### src/rtl/ps2_kbd_pkg.sv
// Shared types for the PS/2-to-CPC keyboard matrix: decoder states, matrix
// geometry and the scan-code to matrix-position mapping.
package ps2_kbd_pkg;

    localparam int unsigned ROW_W    = 4;
    localparam int unsigned COL_W    = 3;
    localparam int unsigned NUM_ROWS = 10;
    localparam int unsigned NUM_COLS = 8;

    typedef enum logic [2:0] {
        DEC_IDLE,
        DEC_EXT,
        DEC_BRK,
        DEC_EXT_BRK,
        DEC_PAUSE
    } dec_state_t;

    typedef struct packed {
        logic             valid;
        logic [ROW_W-1:0] row;
        logic [COL_W-1:0] col;
    } cpc_key_t;

    function automatic cpc_key_t scan_to_cpc(input logic ext, input logic [7:0] code);
        cpc_key_t k;
        k = '0;
        case ({ext, code})
            9'h029: k = '{1'b1, 4'd5, 3'd7};   // Space
            9'h01C: k = '{1'b1, 4'd8, 3'd5};   // A
            9'h05A: k = '{1'b1, 4'd2, 3'd2};   // Enter
            9'h076: k = '{1'b1, 4'd8, 3'd2};   // Esc
            9'h032: k = '{1'b1, 4'd6, 3'd6};   // B
            9'h021: k = '{1'b1, 4'd7, 3'd6};   // C
            9'h023: k = '{1'b1, 4'd7, 3'd5};   // D
            9'h024: k = '{1'b1, 4'd7, 3'd2};   // E
            9'h02B: k = '{1'b1, 4'd6, 3'd5};   // F
            9'h016: k = '{1'b1, 4'd8, 3'd0};   // 1
            9'h01E: k = '{1'b1, 4'd8, 3'd1};   // 2
            9'h012: k = '{1'b1, 4'd2, 3'd5};   // Left shift
            9'h014: k = '{1'b1, 4'd2, 3'd7};   // Ctrl
            9'h066: k = '{1'b1, 4'd9, 3'd7};   // Backspace
            9'h00D: k = '{1'b1, 4'd8, 3'd4};   // Tab
            9'h175: k = '{1'b1, 4'd0, 3'd0};   // Up
            9'h172: k = '{1'b1, 4'd0, 3'd2};   // Down
            9'h16B: k = '{1'b1, 4'd1, 3'd0};   // Left
            9'h174: k = '{1'b1, 4'd0, 3'd1};   // Right
            9'h171: k = '{1'b1, 4'd2, 3'd0};   // Delete
            default: k = '0;
        endcase
        return k;
    endfunction

endpackage

### src/rtl/ps2_rx.sv
// PS/2 frame receiver: synchronises the keyboard lines, shifts in 11-bit
// frames and strobes each good byte; bad frames pulse frame_err.
module ps2_rx
    import ps2_kbd_pkg::*;
#(
    parameter int unsigned TIMEOUT_CYCLES = 16000
) (
    input  logic       clk,
    input  logic       reset_n,
    input  logic       ps2_clk,
    input  logic       ps2_data,
    output logic [7:0] byte_data,
    output logic       byte_valid,
    output logic       frame_err
);

    localparam int unsigned TW = $clog2(TIMEOUT_CYCLES + 1);
    localparam logic [TW-1:0] TC_MAX = TW'(TIMEOUT_CYCLES - 1);

    typedef enum logic {
        RX_IDLE,
        RX_DATA
    } rx_state_t;

    rx_state_t     state, state_n;
    logic [2:0]    clk_sync;
    logic [1:0]    data_sync;
    logic [3:0]    bit_cnt, bit_cnt_n;
    logic [7:0]    shift, shift_n;
    logic          parity, parity_n;
    logic [TW-1:0] tcount, tcount_n;
    logic [7:0]    byte_n;
    logic          valid_n, err_n;
    logic          fall, data_s;

    // clk_sync[2] holds the previous synchronised level for edge detection
    assign fall   = clk_sync[2] & ~clk_sync[1];
    assign data_s = data_sync[1];

    always_ff @(posedge clk or negedge reset_n) begin
        if (!reset_n) begin
            clk_sync   <= '1;
            data_sync  <= '1;
            state      <= RX_IDLE;
            bit_cnt    <= '0;
            shift      <= '0;
            parity     <= 1'b0;
            tcount     <= '0;
            byte_data  <= '0;
            byte_valid <= 1'b0;
            frame_err  <= 1'b0;
        end else begin
            clk_sync   <= {clk_sync[1:0], ps2_clk};
            data_sync  <= {data_sync[0], ps2_data};
            state      <= state_n;
            bit_cnt    <= bit_cnt_n;
            shift      <= shift_n;
            parity     <= parity_n;
            tcount     <= tcount_n;
            byte_data  <= byte_n;
            byte_valid <= valid_n;
            frame_err  <= err_n;
        end
    end

    always_comb begin
        state_n   = state;
        bit_cnt_n = bit_cnt;
        shift_n   = shift;
        parity_n  = parity;
        tcount_n  = tcount;
        byte_n    = byte_data;
        valid_n   = 1'b0;
        err_n     = 1'b0;
        case (state)
            RX_IDLE: begin
                tcount_n = '0;
                if (fall && !data_s) begin
                    state_n   = RX_DATA;
                    bit_cnt_n = 4'd1;
                end
            end
            RX_DATA: begin
                if (fall) begin
                    tcount_n  = '0;
                    bit_cnt_n = bit_cnt + 4'd1;
                    if (bit_cnt <= 4'd8) begin
                        shift_n = {data_s, shift[7:1]};
                    end else if (bit_cnt == 4'd9) begin
                        parity_n = data_s;
                    end else begin
                        state_n   = RX_IDLE;
                        bit_cnt_n = '0;
                        if (data_s && (^{shift, parity})) begin
                            valid_n = 1'b1;
                            byte_n  = shift;
                        end else begin
                            err_n = 1'b1;
                        end
                    end
                end else if (tcount == TC_MAX) begin
                    state_n   = RX_IDLE;
                    bit_cnt_n = '0;
                    tcount_n  = '0;
                end else begin
                    tcount_n = tcount + 1'b1;
                end
            end
            default: state_n = RX_IDLE;
        endcase
    end

endmodule

### src/rtl/ps2_key_matrix.sv
// PS/2 keyboard to CPC-style 10x8 active-low key matrix, read by the PPI
// through row_sel/row_data.
module ps2_key_matrix
    import ps2_kbd_pkg::*;
#(
    parameter int unsigned TIMEOUT_CYCLES = 16000
) (
    input  logic       clk,
    input  logic       reset_n,
    input  logic       ps2_clk,
    input  logic       ps2_data,
    input  logic [3:0] row_sel,
    output logic [7:0] row_data,
    output logic       key_event,
    output logic       frame_err
);

    logic [7:0] rx_byte;
    logic       rx_valid;

    dec_state_t state, state_n;
    logic [2:0] pause_cnt, pause_cnt_n;
    logic       key_upd, key_make, release_all;
    logic       ext;
    cpc_key_t   map;

    logic [NUM_ROWS-1:0][NUM_COLS-1:0] matrix;

    ps2_rx #(
        .TIMEOUT_CYCLES(TIMEOUT_CYCLES)
    ) u_rx (
        .clk       (clk),
        .reset_n   (reset_n),
        .ps2_clk   (ps2_clk),
        .ps2_data  (ps2_data),
        .byte_data (rx_byte),
        .byte_valid(rx_valid),
        .frame_err (frame_err)
    );

    assign ext = (state == DEC_EXT) || (state == DEC_EXT_BRK);
    assign map = scan_to_cpc(ext, rx_byte);

    always_ff @(posedge clk or negedge reset_n) begin
        if (!reset_n) begin
            state     <= DEC_IDLE;
            pause_cnt <= '0;
            key_event <= 1'b0;
        end else begin
            state     <= state_n;
            pause_cnt <= pause_cnt_n;
            key_event <= key_upd;
        end
    end

    always_comb begin
        state_n     = state;
        pause_cnt_n = pause_cnt;
        key_upd     = 1'b0;
        key_make    = 1'b0;
        release_all = 1'b0;
        if (rx_valid) begin
            case (state)
                DEC_IDLE: begin
                    case (rx_byte)
                        8'hE0: state_n = DEC_EXT;
                        8'hF0: state_n = DEC_BRK;
                        8'hE1: begin
                            state_n     = DEC_PAUSE;
                            pause_cnt_n = '0;
                        end
                        8'hAA, 8'h00, 8'hFF: release_all = 1'b1;
                        8'hFA, 8'hFE, 8'hEE: ;
                        default: begin
                            key_upd  = map.valid;
                            key_make = 1'b1;
                        end
                    endcase
                end
                DEC_EXT: begin
                    if (rx_byte == 8'hF0) begin
                        state_n = DEC_EXT_BRK;
                    end else begin
                        key_upd  = map.valid;
                        key_make = 1'b1;
                        state_n  = DEC_IDLE;
                    end
                end
                DEC_BRK, DEC_EXT_BRK: begin
                    key_upd = map.valid;
                    state_n = DEC_IDLE;
                end
                DEC_PAUSE: begin
                    if (pause_cnt == 3'd6) state_n = DEC_IDLE;
                    else pause_cnt_n = pause_cnt + 3'd1;
                end
                default: state_n = DEC_IDLE;
            endcase
        end
    end

    always_ff @(posedge clk or negedge reset_n) begin
        if (!reset_n) begin
            matrix <= '1;
        end else if (release_all) begin
            matrix <= '1;
        end else if (key_upd) begin
            for (int unsigned r = 0; r < NUM_ROWS; r++) begin
                if (map.row == ROW_W'(r)) matrix[r][map.col] <= ~key_make;
            end
        end
    end

    // Rows 10-15 have no keys and always read as released
    always_comb begin
        row_data = '1;
        for (int unsigned r = 0; r < NUM_ROWS; r++) begin
            if (row_sel == ROW_W'(r)) row_data = matrix[r];
        end
    end

endmodule

### config.mk
export PLATFORM = sky130hd
export DESIGN_NAME = ps2_key_matrix
export DESIGN_NICKNAME = d
export VERILOG_FILES = /design/src/rtl/ps2_kbd_pkg.sv /design/src/rtl/ps2_rx.sv /design/src/rtl/ps2_key_matrix.sv
export SDC_FILE = /design/constraint.sdc
export NUM_CORES = 1
export LEC_CHECK = 0
export BUFFER_PORTS_ARGS = -buffer_cell sky130_fd_sc_hd__buf_2
export CAP_MARGIN = 20
export CORE_ASPECT_RATIO = 1.1
export CORE_MARGIN = 4
export CORE_UTILIZATION = 55
export DETAILED_ROUTE_END_ITERATION = 16
export PLACE_DENSITY = 0.72
export REMOVE_ABC_BUFFERS = 1
export SLEW_MARGIN = 0
export SYNTH_ARGS = -nofsm -noshare
export SYNTH_HDL_FRONTEND = slang
export SYNTH_HIERARCHICAL = 1
export SYNTH_SLANG_ARGS = --single-unit
### constraint.sdc
create_clock -name clk -period 5.2 [get_ports clk]
set_input_delay 0 -clock clk [delete_from_list [all_inputs] [get_ports clk]]
set_output_delay 0 -clock clk [all_outputs]
set_load 0.02 [all_outputs]
== Word level (Yosys, flattened, before mapping) ==
Cells that the tools add are included.
Word-level totals
  word-level logic and storage cells: 213
  input port bits: 8
  register bits after elaboration: 130
  output and inout port bits: 10
Cells by class
  equal/unequal tests: 59
  $add $sub $neg: 3
  bitwise gates (word level): 6
  order comparisons: 3
  reductions and logical operators: 41
  muxes and demuxes: 78
Operator list (count)
  $mux 8: 20
  $mux 80: 2
  $pmux 8 s20: 1
  $bwmux 8: 10
  $eq 8x8->1 const B: 8
  $eq 9x6->1 const B: 6
  $eq 9x5->1 const B: 5
  $eq 9x9->1 const B: 5
  $eq 4x3->1 const B: 8
  $mux 14: 2
  $pmux 14 s2: 1
  $eq 9x7->1 const B: 3
  $mux 1: 25
  $reduce_bool 2->1: 12
  $reduce_and 2->1: 11
  $eq 4x4->1 const B: 5
  $mux 4: 5
  $pmux 3 s3: 2
  $eq 4x2->1 const B: 4
  $add 14x1->14 const B: 1
  $eq 14x14->1 const B: 1
  $eq 9x4->1 const B: 1
  $mux 3: 3
  $reduce_or 9->1: 1
  other kinds (33): 48

== Logic depth before layout (Yosys ltp) ==
  word-level depth: 12
  mapped depth: 9
  depth with buffers taken out: 7

== Modules after synthesis ==
The synthesis kept the hierarchy.
Modules (own cells, without submodules)
  ps2_key_matrix: seq. area each 2277.2 sq um, area each 4815.9 sq um, cells each 458, instances 1
  ps2_rx: seq. area each 1082.3 sq um, area each 1896.8 sq um, cells each 153, instances 1

== Worst setup path after synthesis ==
No wires, ideal clock.
  path type: flip-flop to flip-flop
  start point: reg u_rx.byte_data[4]
  end point: reg matrix[64] in the netlist's numbering
  arrival: 2623 ps
  setup slack: 2494 ps
  cell stages (with the launch flop): 9
  cells stage by stage: dfrtp_1 -> buf_6 -> and3b_1 -> o2111a_1 -> nor4_4 -> or4b_4 -> o31ai_4 -> nor2b_1 -> mux2_2
On the way
  longest elaborated chain between the ends: 10
Ends and longest elaborated chain
  from (decl): line ps2_rx.sv:12  | output logic [7:0] byte_data,
  from (signal assigned): line ps2_rx.sv:60  | byte_data <= byte_n;
  $eq 9x9->1 (tied with other cells): line ps2_kbd_pkg.sv:27  | case ({ext, code})
  $pmux 8 s20 or $reduce_or 9->1 (tied branches)
  $lt 3x4->1 (implied by the code) (tied with other cells): line ps2_key_matrix.sv:109  | if (map.row == ROW_W'(r)) matrix[r][map.col] <= ~key_make;
  $logic_and 1x1->1 (implied by the code) or $pmux 1 s2 (tied branches): line ps2_key_matrix.sv:109, ps2_key_matrix.sv:63
  $mux 1 (on tied branches): line ps2_key_matrix.sv:109, ps2_key_matrix.sv:62
  $demux 1 s3 or $not 1->1 (tied branches): line ps2_key_matrix.sv:109
  $bwmux 8: line ps2_key_matrix.sv:109
  $mux 8: line ps2_key_matrix.sv:109
  $mux 80: line ps2_key_matrix.sv:107  | end else if (key_upd) begin
  $mux 80: line ps2_key_matrix.sv:105  | end else if (release_all) begin
  to (signal, indexed assignment): line ps2_key_matrix.sv:109
  to (decl): line ps2_key_matrix.sv:27  | logic [NUM_ROWS-1:0][NUM_COLS-1:0] matrix;
Parallel ways exist; a longest one is shown, timed or not. The select of a mux whose other input is x is not followed.
A chain may end at the register's enable or synchronous reset.

== Worst setup path in the final report ==
  start point: reg u_rx.byte_data[1]
  end point: reg matrix[18] in the netlist's numbering
The elaborated chain is that of the path after synthesis.

==> flow_metrics.tcl <==
set metrics [dict create \
    antenna_left 0 \
    syn-cell-area_um2 6710 \
    synth.yosys.seq_area_share 0.500 \
    placed_area_um2 6890 \
    outcome "finished, final reports clean" \
    critPathKind "register to register" \
    fin_crit_ns 3.16 \
    cts_max_path_buffers 2 \
    clock_latency_ns 0.42 \
    grt_pass1_wl_um 23800 \
    final_cell_mix "dfstp_2, nand2b_1, dfrtp_1, nor2_1, mux2_2" \
    dr.pass1.iters 5 \
    drt_iter0_markers 465 \
    dieWidth_um 113 \
    fp.coreArea_um2 12000 \
    skew_ns 0.00697 \
    required_ns 5.53 \
    avgViaCountPerCell 5.92 \
    hold_viol 0 \
    root_buffer "clkbuf_16" \
    leakagePower_nw 3.27 \
    tightest_slew_ns 0.868 \
    yosysWarnings 6 \
    synthArstFlopShare 1.00 \
    rows 42 \
    io_buffer_count 17 \
    crit_chain "nor3b_1, o2111ai_1, o2111ai_1, or4b_1, a2111oi_4, a21oi_1, mux2_1" \
    synth_seq_cells 130 \
    min_path_type "input port to asynchronous set/reset pin" \
    die_area_um2 14000 \
    vdd_ir_drop_max_mv 0.327 \
    antennaDiodeCount 0 \
    power.density_nw_per_um2 365 \
    regToRegSetupSlack_ns 2.04 \
    slowest_stage "dfrtp_1" \
    antenna_found_initial 0 \
    slew_violations 0 \
    ioPinCount 18 \
    synth_top_area_frac 0.333 \
    critical_path.endpoint_type "register" \
    critPathMaxFanout 25 \
    worstRegToRegCells 7 \
    syn_inst 611 \
    timing.fmax_mhz 316 \
    rsz0062_at_grt "no" \
    start_kind "register" \
    finalSetupViolations 0 \
    syn_area_per_cell_um2 11.0 \
    slew_headroom 0.420 \
    wire_per_inst_um 17.8 \
    place_congestion 0.918 \
    cts_tree "built" \
    syn2layout_area_growth_pct 12.3 \
    setup_tns_ns 0 \
    fin_area_um2 7540 \
    synthTopCellsByArea "dfstp_2, dfrtp_1, nand2b_1" \
    cp.arrival_ns 3.49 \
    yosys.area.top_type "dfstp_2" \
    post_cts_buffers 0 \
    synth_cell_types 75 \
    initial_utilization 0.560 \
    final_common_cell "dfstp_2" \
    dr_total_vias 4681 \
    grt_pass1_vias 4695 \
    drv_cap 0 \
    overflow 0 \
    fin_nets 638 \
    htree_levels 4 \
    crit_top_cell "o2111ai_1" \
    synth_edf_count 0 \
    dp_hpwl_um 9340 \
    grt_max_degree 85 \
    min_period_over_period 0.608 \
    fp.dieH_um 124 \
    clock-sinks 130 \
    layout-drive-gt1-share 0.312 \
    cts_buffers 17 \
    clk_pin_slew_ns 0.06 \
    grt.total_usage 0.214 \
    cpPeakStageDelay_ns 0.78 \
    drc 0 \
    routed_wl_um 14100 \
    synth_ff_type "dfstp_2" \
]
## through the flow
| stage | std cells | util | setup slack (ns) | hold slack, ns | total power [mW] |
|---|---|---|---|---|---|
| floorplan | 580 | - | 2.03 | -0.296 | 1.47 |
| global placement | 755 | 0.575 | 2.11 | 0.106 | 1.56 |
| detailed placement | 755 | 0.575 | 2.07 | 0.106 | 1.58 |
| CTS | 790 | 0.627 | 2.06 | 0.203 | 2.78 |
| global route | 791 | 0.629 | 1.80 | 0.162 | 2.88 |
| finish | 791 | 0.629 | 2.04 | 0.147 | 2.75 |
## final timing paths
path	startpoint	to
max	u_rx/byte_data[1]	matrix[18]
min	reset_n	matrix[15]
max reg2reg	u_rx/byte_data[1]	matrix[18]
min reg2reg	u_rx/data_sync[0]	u_rx/data_sync[1]
max in group asynchronous	reset_n	matrix[12]
min in group clk	ps2_clk	u_rx/clk_sync[0]
## critical path: cells and delay by family, from the launching register on
family	cells	cell delay, ns
AO/OA/AOI/OAI	4	1.12
flip-flops	1	0.78
multiplexers	1	0.37
AND/OR/NAND/NOR	2	0.81
## cell usage after synthesis, drive strengths merged, types with 8 or more instances
| cell type | n |
|---|---|
| a21oi | 26 |
| buf | 12 |
| clkbuf | 19 |
| dfrtp | 45 |
| dfstp | 85 |
| inv | 12 |
| mux2 | 37 |
| mux2i | 10 |
| nand2 | 30 |
| nand2b | 72 |
| nand3 | 12 |
| nand4 | 8 |
| nor2 | 44 |
| nor2b | 9 |
| nor3 | 15 |
| o21ai | 26 |
| o22ai | 10 |
| xnor2 | 9 |
| xor2 | 11 |
## per-layer routing
metal | track usage | share of wire | up-vias
li1 | - | - | 2225
met1 | 0.286 | 0.45 | 2341
met2 | 0.344 | 0.50 | 94
met3 | 0.0447 | 0.037 | 21
met4 | 0.0879 | 0.015 | 0
met5 | 0 | 0 | -
## cell type report
| type | instances | area, µm² |
|---|---|---|
| Inverter | 12 | 45.0 |
| Multi-Input combinational cell | 438 | 3170 |
| Sequential cell | 130 | 3360 |
| Tap cell | 154 | 193 |
| Fill cell | 958 | 4440 |
| Clock inverter | 14 | 154 |
| Clock buffer | 18 | 439 |
| Timing Repair Buffer | 25 | 175 |
## power breakdown
part / switching, mW / total, mW / internal, mW
Clock: 0.460 / 1.18 / 0.724
Combinational: 0.188 / 0.382 / 0.195
Sequential: 0.0745 / 1.19 / 1.11
Total: 0.722 / 2.75 / 2.03
## flip-flops by register name, indices dropped and copies added, names as in the netlist
register / cells
matrix: 80
u_rx/tcount: 14
u_rx/byte_data: 8
u_rx/shift: 8
u_rx/bit_cnt: 4
pause_cnt: 3
state: 3
u_rx/clk_sync: 3
u_rx/data_sync: 2
key_event: 1
u_rx/byte_valid: 1
u_rx/frame_err: 1
u_rx/parity: 1
u_rx/state: 1
## cell families after synthesis
group,Yosys count,synth area share
AO/OA/AOI/OAI,108,0.114
XOR/XNOR,21,0.0306
adder cells (fa/ha/maj),6,0.0112
buffers and inverters,43,0.0270
flip-flops,130,0.500
multiplexers,53,0.0982
AND/OR/NAND/NOR,250,0.218
## repair_timing
| action | CTS | global route |
|---|---|---|
| gates resized for setup | 0 | 0 |
| endpoints found under the hold margin | 47 | 0 |
| hold buffers | 3 | 0 |
(Power assumes the default switching activity.)
